===== src/rtl/arith_pkg.sv =====
// Shared definitions for the arithmetic library's divide unit.
// Provides the divider state encoding, the default operand width and a
// helper that sizes the iteration counter for a given operand width.
package arith_pkg;

  // Divider sequencing states
  typedef enum logic [1:0] {
    IDLE = 2'd0,
    RUN  = 2'd1,
    DONE = 2'd2
  } div_state_t;

  // Default operand/quotient/remainder width
  localparam int DEFAULT_WIDTH = 4;

  // Counter must be able to hold the value WIDTH itself
  function automatic int cnt_width(input int width);
    return $clog2(width + 1);
  endfunction

endpackage


===== src/rtl/divider_restoring_4bit_if.sv =====
// Start/done handshake and operand/result bus of the divide unit.
// Signals:
//   start        request, sampled by the divider only in IDLE or DONE
//   dividend     unsigned dividend, sampled with an accepted start
//   divisor      unsigned divisor, sampled with an accepted start
//   busy         high while the divider iterates
//   done         one-cycle pulse, results valid in that cycle
//   quotient     registered quotient, held until the next accepted start
//   remainder    registered remainder, held until the next accepted start
//   div_by_zero  set with done when the divisor was zero
// Modports: master = requester side, slave = divider side.
interface divider_restoring_4bit_if
  import arith_pkg::*;
#(
  parameter int WIDTH = DEFAULT_WIDTH
);

  logic             start;
  logic [WIDTH-1:0] dividend;
  logic [WIDTH-1:0] divisor;
  logic             busy;
  logic             done;
  logic [WIDTH-1:0] quotient;
  logic [WIDTH-1:0] remainder;
  logic             div_by_zero;

  modport master (
    output start, dividend, divisor,
    input  busy, done, quotient, remainder, div_by_zero
  );

  modport slave (
    input  start, dividend, divisor,
    output busy, done, quotient, remainder, div_by_zero
  );

endinterface


===== src/rtl/div_step.sv =====
// One restoring-division iteration, purely combinational, WIDTH+1 bits wide.
// Ports:
//   a_shifted  partial remainder after the {A,Q} left shift
//   divisor    latched divisor D
//   a_next     partial remainder after the trial subtraction / restore
//   q_bit      quotient bit produced by this iteration
// The trial subtraction A - {0,D} is formed as A + ~{0,D} + 1 with a ripple
// of full adders, so a carry-out of 1 means "no borrow".
module div_step
  import arith_pkg::*;
#(
  parameter int WIDTH = DEFAULT_WIDTH
) (
  input  logic [WIDTH:0]   a_shifted,
  input  logic [WIDTH-1:0] divisor,
  output logic [WIDTH:0]   a_next,
  output logic             q_bit
);

  logic [WIDTH:0] b_inv;
  logic [WIDTH:0] trial;
  logic           carry_out;

  assign b_inv = {1'b0, divisor} ^ {(WIDTH + 1){1'b1}};

  // Ripple-carry adder with carry-in 1 completes the two's complement subtract
  always_comb begin : ripple
    logic c;
    c     = 1'b1;
    trial = '0;
    for (int i = 0; i <= WIDTH; i++) begin
      trial[i] = a_shifted[i] ^ b_inv[i] ^ c;
      c        = (a_shifted[i] & b_inv[i]) | (c & (a_shifted[i] ^ b_inv[i]));
    end
    carry_out = c;
  end

  // No borrow: keep the difference; borrow: restore the shifted value
  assign a_next = carry_out ? trial : a_shifted;
  assign q_bit  = carry_out;

endmodule


===== src/rtl/divider_restoring_4bit.sv =====
// Sequential unsigned restoring divider, one quotient bit per clock.
// Ports:
//   clk    rising-edge clock
//   rst_n  asynchronous active-low reset
//   bus    slave side of divider_restoring_4bit_if (start/operands in,
//          busy/done/quotient/remainder/div_by_zero out)
// A nonzero-divisor request spends WIDTH cycles in RUN and then pulses done;
// a zero divisor goes straight to DONE with quotient all ones and
// remainder = dividend. Every output is driven straight from a flop.
module divider_restoring_4bit
  import arith_pkg::*;
#(
  parameter int WIDTH = DEFAULT_WIDTH
) (
  input  logic                     clk,
  input  logic                     rst_n,
  divider_restoring_4bit_if.slave  bus
);

  localparam int CNT_W = cnt_width(WIDTH);

  div_state_t       state_q, state_d;
  logic [WIDTH:0]   a_q, a_d;
  logic [WIDTH-1:0] q_q, q_d;
  logic [WIDTH-1:0] d_q, d_d;
  logic [CNT_W-1:0] cnt_q, cnt_d;
  logic [WIDTH-1:0] quotient_q, quotient_d;
  logic [WIDTH-1:0] remainder_q, remainder_d;
  logic             dbz_q, dbz_d;
  logic             busy_q, busy_d;
  logic             done_q, done_d;

  logic             accept;
  logic             zero_div;
  logic             last_iter;
  logic [WIDTH:0]   a_shifted;
  logic [WIDTH-1:0] q_shifted;
  logic [WIDTH:0]   a_next;
  logic             q_bit;
  logic [WIDTH-1:0] q_next;

  assign accept    = ((state_q == IDLE) || (state_q == DONE)) && bus.start;
  assign zero_div  = (bus.divisor == '0);
  assign last_iter = (cnt_q == CNT_W'(1));

  // {A,Q} shifted left as one register pair; the MSB of A is always 0 here
  assign a_shifted = (a_q << 1) | (WIDTH + 1)'(q_q[WIDTH-1]);
  assign q_shifted = q_q << 1;
  assign q_next    = q_shifted | WIDTH'(q_bit);

  div_step #(
    .WIDTH (WIDTH)
  ) u_div_step (
    .a_shifted (a_shifted),
    .divisor   (d_q),
    .a_next    (a_next),
    .q_bit     (q_bit)
  );

  // State and datapath registers; reset aborts any division in flight
  always_ff @(posedge clk or negedge rst_n) begin
    if (!rst_n) begin
      state_q     <= IDLE;
      a_q         <= '0;
      q_q         <= '0;
      d_q         <= '0;
      cnt_q       <= '0;
      quotient_q  <= '0;
      remainder_q <= '0;
      dbz_q       <= 1'b0;
      busy_q      <= 1'b0;
      done_q      <= 1'b0;
    end else begin
      state_q     <= state_d;
      a_q         <= a_d;
      q_q         <= q_d;
      d_q         <= d_d;
      cnt_q       <= cnt_d;
      quotient_q  <= quotient_d;
      remainder_q <= remainder_d;
      dbz_q       <= dbz_d;
      busy_q      <= busy_d;
      done_q      <= done_d;
    end
  end

  // Next-state logic; start is ignored while iterating
  always_comb begin
    state_d = state_q;
    case (state_q)
      IDLE, DONE: begin
        if (bus.start) begin
          state_d = zero_div ? DONE : RUN;
        end else begin
          state_d = IDLE;
        end
      end
      RUN: begin
        if (last_iter) begin
          state_d = DONE;
        end
      end
      default: state_d = IDLE;
    endcase
  end

  // Datapath and output logic; busy/done are registered from the next state
  always_comb begin
    a_d         = a_q;
    q_d         = q_q;
    d_d         = d_q;
    cnt_d       = cnt_q;
    quotient_d  = quotient_q;
    remainder_d = remainder_q;
    dbz_d       = dbz_q;

    if (accept) begin
      if (zero_div) begin
        quotient_d  = '1;
        remainder_d = bus.dividend;
        dbz_d       = 1'b1;
      end else begin
        d_d   = bus.divisor;
        a_d   = '0;
        q_d   = bus.dividend;
        cnt_d = CNT_W'(WIDTH);
        dbz_d = 1'b0;
      end
    end else if (state_q == RUN) begin
      a_d   = a_next;
      q_d   = q_next;
      cnt_d = cnt_q - CNT_W'(1);
      if (last_iter) begin
        quotient_d  = q_next;
        remainder_d = a_next[WIDTH-1:0];
      end
    end

    busy_d = (state_d == RUN);
    done_d = (state_d == DONE);
  end

  assign bus.busy        = busy_q;
  assign bus.done        = done_q;
  assign bus.quotient    = quotient_q;
  assign bus.remainder   = remainder_q;
  assign bus.div_by_zero = dbz_q;

endmodule


===== src/flat_wrapper.sv =====
// flat-port wrapper written by rule: the top's interface ports become plain ports
module divider_restoring_4bit_flat import arith_pkg::*;
#(
  parameter int WIDTH = DEFAULT_WIDTH
)
  (clk, rst_n, bus_start, bus_dividend, bus_divisor, bus_busy, bus_done, bus_quotient, bus_remainder, bus_div_by_zero);
  divider_restoring_4bit_if #(.WIDTH(WIDTH)) bus_i ();
  input  logic clk;
  input  logic rst_n;
  input wire logic [$bits(bus_i.start)-1:0] bus_start;
  input wire logic [$bits(bus_i.dividend)-1:0] bus_dividend;
  input wire logic [$bits(bus_i.divisor)-1:0] bus_divisor;
  output wire logic [$bits(bus_i.busy)-1:0] bus_busy;
  output wire logic [$bits(bus_i.done)-1:0] bus_done;
  output wire logic [$bits(bus_i.quotient)-1:0] bus_quotient;
  output wire logic [$bits(bus_i.remainder)-1:0] bus_remainder;
  output wire logic [$bits(bus_i.div_by_zero)-1:0] bus_div_by_zero;
  assign bus_i.start = bus_start;
  assign bus_i.dividend = bus_dividend;
  assign bus_i.divisor = bus_divisor;
  assign bus_busy = bus_i.busy;
  assign bus_done = bus_i.done;
  assign bus_quotient = bus_i.quotient;
  assign bus_remainder = bus_i.remainder;
  assign bus_div_by_zero = bus_i.div_by_zero;
  divider_restoring_4bit #(.WIDTH(WIDTH)) u_core (.clk(clk), .rst_n(rst_n), .bus(bus_i));
endmodule

===== config.mk =====
export PLATFORM = sky130hd
export DESIGN_NAME = divider_restoring_4bit_flat
export DESIGN_NICKNAME = d
export VERILOG_FILES = /design/src/rtl/arith_pkg.sv /design/src/rtl/divider_restoring_4bit_if.sv /design/src/rtl/div_step.sv /design/src/rtl/divider_restoring_4bit.sv /design/src/flat_wrapper.sv
export SDC_FILE = /design/constraint.sdc
export NUM_CORES = 1
export LEC_CHECK = 0
export BUFFER_PORTS_ARGS = -buffer_cell sky130_fd_sc_hd__buf_4
export CORE_UTILIZATION = 41
export CTS_CLUSTER_SIZE = 40
export DETAILED_ROUTE_END_ITERATION = 8
export PLACE_DENSITY = 0.67
export SLEW_MARGIN = 15
export SYNTH_ARGS = -nofsm -noshare
export SYNTH_HDL_FRONTEND = slang
export SYNTH_SLANG_ARGS = --single-unit

===== constraint.sdc =====
create_clock -name clk -period 2.6 [get_ports clk]
set_clock_uncertainty 0.05 [all_clocks]
set_input_delay 0.13 -clock clk [delete_from_list [all_inputs] [get_ports clk]]
set_output_delay 0.13 -clock clk [all_outputs]
set_load 0.01 [all_outputs]

# After elaboration in Yosys (flattened, before gate mapping)

Cells that the tools add are included.

Register bits after elaboration: 28
Input bits: 11
Output and inout bits: 11
Logic and storage cells: 78

Add/subtract/negate cells: 1
Equality and inequality tests: 7
Multiplexer cells: 23
Bitwise operators: 27
Reduce and logical (&&, ||, !) cells: 10

Operator list:

| kind                | count |
|---|---|
| $mux 4              | 15 |
| $and 1x1->1         | 9 |
| $mux 3              | 3 |
| $xor 1x1->1         | 8 |
| $mux 2              | 3 |
| $not 4->5           | 1 |
| $or 1x1->1          | 5 |
| $or 5x1->5          | 1 |
| $eq 2x1->1 const B  | 2 |
| $eq 2x2->1 const B  | 2 |
| $logic_not 4->1     | 1 |
| $ne 2x2->1 const B  | 2 |
| $or 4x1->4          | 1 |
| $pmux 2 s2          | 1 |
| $reduce_and 2->1    | 2 |
| $reduce_bool 2->1   | 2 |
| $eq 3x1->1 const B  | 1 |
| $reduce_and 3->1    | 1 |
| $sub 3x1->3 const B | 1 |
| $logic_not 2->1     | 1 |
| $not 1->1           | 2 |
| $reduce_or 2->1     | 1 |
| $logic_and 1x1->1   | 1 |
| $logic_or 1x1->1    | 1 |
| $mux 1              | 1 |

# Longest topological paths before layout

Word-level depth: 15
Depth in mapped cells: 11
Gate-level depth less buffers: 10

# Modules after synthesis

Synthesis repeated with hierarchy kept, for this count alone.

Cells, all modules: 131
Area, all modules: 1412.6 µm²

By module, submodules not included:

| module                 | times used | cells each | area each (µm²) | sequential area each (µm²) |
|---|---|---|---|---|
| divider_restoring_4bit | 1          | 111        | 1253.7          | 700.7 |
| div_step               | 1          | 20         | 158.9           | 0.0 |

# Worst setup path before layout

No wires, ideal clock.

Path kind: flip-flop to flip-flop
Start: register u_core.q_q[3]
End: register u_core.q_q[0]
Setup time: 0.125 ns
Arrival time: 2.296 ns
Path slack: 0.129 ns
Cell stages (with the launch flop): 12
Path buffers: 1
Clock period less this slack: 2.471 ns
Path through: dfrtp_1 -> inv_1 -> ha_1 -> inv_1 -> fa_1 -> fa_1 -> inv_1 -> fa_1 -> nand2b_1 -> clkbuf_1 -> mux2_2 -> mux2_2

Cells in the longest elaborated chain, start to end: 14
Elaborated cells on any way between the ends: 15
Classes of those cells: 2 x mux; 13 x bitwise

Ends and longest elaborated chain:

| element                                    | RTL line                      | source |
|---|---|---|
| start: declaration                         | divider_restoring_4bit.sv:24  | `logic [WIDTH-1:0] q_q, q_d;` |
| start signal: assignment                   | divider_restoring_4bit.sv:76  | `q_q <= q_d;` |
| $or 5x1->5 *                               | divider_restoring_4bit.sv:47  | `assign a_shifted = (a_q << 1) \| (WIDTH + 1)'(q_q[WIDTH-1]);` |
| $and 1x1->1 or $xor 1x1->1 (tied branches) | div_step.sv:33                | `c = (a_shifted[i] & b_inv[i]) \| (c & (a_shifted[i] ^ b_inv[i]));` |
| $or 1x1->1 *                               | div_step.sv:33                |  |
| $and 1x1->1 *                              | div_step.sv:33                |  |
| $or 1x1->1 *                               | div_step.sv:33                |  |
| $and 1x1->1 *                              | div_step.sv:33                |  |
| $or 1x1->1 *                               | div_step.sv:33                |  |
| $and 1x1->1 *                              | div_step.sv:33                |  |
| $or 1x1->1 *                               | div_step.sv:33                |  |
| $and 1x1->1 *                              | div_step.sv:33                |  |
| $or 1x1->1 *                               | div_step.sv:33                |  |
| $or 4x1->4 *                               | divider_restoring_4bit.sv:49  | `assign q_next = q_shifted \| WIDTH'(q_bit);` |
| $mux 4 *                                   | divider_restoring_4bit.sv:129 | `end else if (state_q == RUN) begin` |
| $mux 4 *                                   | divider_restoring_4bit.sv:117 | `if (accept) begin` |

Mark *: on every way between the ends. The rest lies on a longest branch, timed or not. The select of a mux whose other input is x is not followed.
A chain may end at the register's enable or synchronous reset.

# Worst setup path in the final report

Start: register u_core.q_q[3]
End: register u_core.a_q[3]

Cells in the longest elaborated chain, start to end: 14
Elaborated cells on any way between the ends: 16
Classes of those cells: 3 x mux; 13 x bitwise

Ends and longest elaborated chain:

| element                                    | RTL line                      | source |
|---|---|---|
| $or 5x1->5 *                               | divider_restoring_4bit.sv:47  |  |
| $and 1x1->1 or $xor 1x1->1 (tied branches) | div_step.sv:33                |  |
| $or 1x1->1 *                               | div_step.sv:33                |  |
| $and 1x1->1 *                              | div_step.sv:33                |  |
| $or 1x1->1 *                               | div_step.sv:33                |  |
| $and 1x1->1 *                              | div_step.sv:33                |  |
| $or 1x1->1 *                               | div_step.sv:33                |  |
| $and 1x1->1                                | div_step.sv:33                |  |
| $or 1x1->1                                 | div_step.sv:33                |  |
| $and 1x1->1                                | div_step.sv:33                |  |
| $or 1x1->1                                 | div_step.sv:33                |  |
| $mux 4 *                                   | div_step.sv:39                | `assign a_next = carry_out ? trial : a_shifted;` |
| $mux 4 *                                   | divider_restoring_4bit.sv:129 |  |
| $mux 4 *                                   | divider_restoring_4bit.sv:117 |  |
| end signal: assignment                     | divider_restoring_4bit.sv:64  | `a_q <= '0;` |
| end signal: assignment                     | divider_restoring_4bit.sv:75  | `a_q <= a_d;` |
| end: declaration                           | divider_restoring_4bit.sv:23  | `logic [WIDTH:0] a_q, a_d;` |

Marked as above.

==> summary.md <==
| Metric | Value |
|---|---|
| Most frequent CP cell | fa_2 |
| RSZ-0062 raised after global routing | no |
| Later-pin clock latency in the skew report | 0.35 ns |
| CP max-delay cell | fa_2 |
| Synth Area in Simple Gates | 13.2% |
| Die ar. | 3630 µm² |
| Pre-Repair DR Iteration Count | 4 |
| Worst vdd ir | 0.456 mV |
| Non-filler cells, final | 193 |
| Finished Cell Area | 1730 µm² |
| Post-synthesis xor/xnor area fraction | 0.629% |
| Final hold slack | 0.0810 ns |
| Largest family of logic cells by synthesized area | compound AO/OA/AOI/OAI gates |
| Area after DPL | 1600 µm² |
| TritonCTS Buffers | 3 |
| Vias per cell | 5.25 |
| Adder-cell area share of the yosys netlist | 7.01% |
| Critical path type | register to register |
| Final nets | 167 |
| Vias | 1013 |
| Gpl congestion | 0.786 |
| Hold Path Class | primary input to register |
| Compound-Gate Fraction of Synth Area | 13.4% |
| Final-report hold violation count | 0 |
| Post-layout util | 55.4% |
| Critical Path End Type | register |
| Yosys reg bits | 28 |
| Yosys cell types | 37 |
| Tot GR Track Use | 18.8% |
| FF/Latch Area | 701 µm² |
| Starting Density | 44.5% |
| Slowest stage delay, CP | 0.45 ns |
| Syn Inst Count | 120 |
| Routed WL | 3.00 mm |
| Critical Path AT | 2.74 ns |
| Layout cells sized above 1 | 33.6% |
| Placed cells | 183 |
| Dpl hpwl | 2.17 mm |
| Mux cell area share after synthesis | 9.25% |
| CTS tree | done |
| Number of global-route vias before repair | 1049 |
| Clock transition at path regs | 0.16 ns |
| Port Buf Inserts | 21 |
| Req. time, crit path | 2.84 ns |
| Routed length per instance | 15.6 µm |
| DIE WIDTH | 60.3 µm |
| N_diodes | 0 |
| Multi-input gate area | 632 µm² |
| Pre-CTS WS | -0.00292 ns |
| Synthesized Nets | 137 |
| Ys Warns | 0 |
| Period minus WS final | 2.50 ns |
| H-tree depth | 1 |
| First-pass GRT wire length | 4.96 mm |
| Initial antenna violation count | 0 |
| Pwr/cell area | 1310 nW/µm² |
| Worst-Margin Slew | 0.579 ns |
| Row count | 20 |
| Period utilisation layout | 96.2% |
| Register area share after synthesis | 50.3% |
| CP Launch Type | register |
| Worst slew margin | 61.1% |
| Fill count | 284 |
| Mean Syn Cell Area | 11.6 µm² |
| GRT overflow | 0 |
| Final setup fails | 0 |
| Worst-path cell chain | inv_1, ha_1, inv_1, fa_2, fa_2, inv_2, fa_2, a2111oi_2, a31o_2 |
| Worst setup margin | 0.0993 ns |
| Largest net degree at the start of global routing | 29 |
| Longest Clk Path Bufs | 2 |
| Commonest cells after routing, fill and taps aside | dfrtp_1 (28), buf_4 (25), inv_1 (14) |
| Crit path max fanout | 2 |
| Max-slew violation count | 0 |
| Max-Cap Viols | 0 |
| Die H | 60.3 µm |
| CTS root buf | clkbuf_4 |
| Clk sinks | 28 |
| Final ANT Viol Nets | 0 |
| Mapped cell area | 1390 µm² |
| # IOs | 22 |
| Core ar. | 3130 µm² |
| Fmax | 400 MHz |
| # DRC | 0 |
| DRT iter0 DRCs | 27 |
| Commonest non-fill, non-tap cell in the layout | dfrtp_1 |
| Area grow syn2layout | 24.5% |
| Status | finished, final reports clean |
| Leak | 0.808 nW |
critical path, delay by kind of cell (launching register included):
kind	cells	cell delay (ns)
flip-flops	1	0.42
buffers and inverters	3	0.20
AO/OA/AOI/OAI	2	0.51
adder cells (fa/ha/maj)	4	1.28
layout make-up:
cell class | count | share of cell area, %
well taps | 44 | 3.17
clock buffers | 3 | 1.30
flip-flops and latches | 28 | 40.4
clock inverters | 1 | 1.73
multi-input cells | 72 | 36.4
inverters | 15 | 3.25
repair buffers | 30 | 13.7
cell families after synthesis:
| group | after synthesis |
|---|---|
| AND/OR/NAND/NOR | 29 |
| flip-flops | 28 |
| AO/OA/AOI/OAI | 24 |
| buffers and inverters | 20 |
| multiplexers | 12 |
| adder cells (fa/ha/maj) | 6 |
| XOR/XNOR | 1 |
registers in the layout, indices dropped and copies added (netlist names):
signal and flops:
u_core.bus.busy 1, u_core.bus.done 1, u_core.bus.div_by_zero 1, u_core.bus.quotient 4, u_core.cnt_q 3, u_core.bus.remainder 4, u_core.q_q 4, u_core.state_q 2
u_core.d_q 4, u_core.a_q 4
metal layers:
| metal | vias up | track usage [%] | part of all wire (%) |
|---|---|---|---|
| met3 | 5 | 2.60 | 3.9 |
| met4 | 0 | 5.98 | 1.2 |
| met1 | 491 | 24.8 | 47 |
| met5 | - | 0 | 0 |
| li1 | 486 | - | - |
| met2 | 31 | 31.6 | 48 |
where the power goes:
part	internal [mW]	total (mW)	switching (mW)	leakage (nW)
clock network	0.156	0.294	0.138	0.0279
registers	0.645	0.816	0.172	0.326
logic	0.607	1.17	0.559	0.454
total	1.41	2.28	0.869	0.808
synth_stat cells, drive strengths merged:
cell,count,area (µm²)
inv,15,56.3
nor3b,2,15.0
o211ai,1,7.51
buf,4,26.3
xor2,1,8.76
nand2b,3,26.3
ha,3,37.5
a211oi,1,7.51
nor4bb,1,10.0
nand3,6,30.0
a22o,4,35.0
a22oi,2,15.0
nand3b,1,7.51
fa,3,60.1
nor3,3,15.0
o221a,2,22.5
mux2i,5,50.1
nand4bb,1,11.3
nand2,6,22.5
a221oi,2,17.5
o21ai,3,18.8
nor2,1,3.75
mux2,7,78.8
a21oi,4,20.0
or3,2,12.5
nor2b,1,6.26
o21a,1,7.51
nor4,1,12.5
a31o,1,8.76
or4,1,11.3
o32ai,2,17.5
a2111oi,1,8.76
clkbuf,1,3.75
dfrtp,28,701
metrics by stage:
| stage | power, mW | setup TNS [ns] |
|---|---|---|
| 5_1_grt | 2.45 | 0 |
| 2_1_floorplan | 1.54 | 0 |
| 6_report | 2.28 | 0 |
| 4_1_cts | 2.18 | 0 |
| 3_3_place_gp | 1.83 | 0 |
| 3_5_place_dp | 1.88 | -0.00292 |
worst paths after layout:
check,start,cells past startpoint,end,slack (ns)
max,u_core.q_q[3]$_DFFE_PN0P_,9,u_core.a_q[3]$_DFFE_PN0P_,0.1
min,bus_dividend[0],3,u_core.bus.remainder[0]$_DFFE_PN0P_,0.08
max reg2reg,u_core.q_q[3]$_DFFE_PN0P_,9,u_core.a_q[3]$_DFFE_PN0P_,0.1
max in group asynchronous,rst_n,2,u_core.a_q[1]$_DFFE_PN0P_,2.07
min in group asynchronous,rst_n,2,u_core.bus.done$_DFF_PN0_,0.16
min reg2reg,u_core.bus.quotient[2]$_DFFE_PN0P_,2,u_core.bus.quotient[2]$_DFFE_PN0P_,0.47
timing repair:
| item | in CTS | in global routing |
|---|---|---|
| resized for setup | 1 | 8 |
| setup endpoints to repair | 1 | 10 |
| hold endpoints to repair | 32 | 0 |
| setup buffers | 0 | 1 |
| pin swaps | 0 | 2 |
| hold buffers | 5 | 0 |
Power figures use the tool's default switching activity.
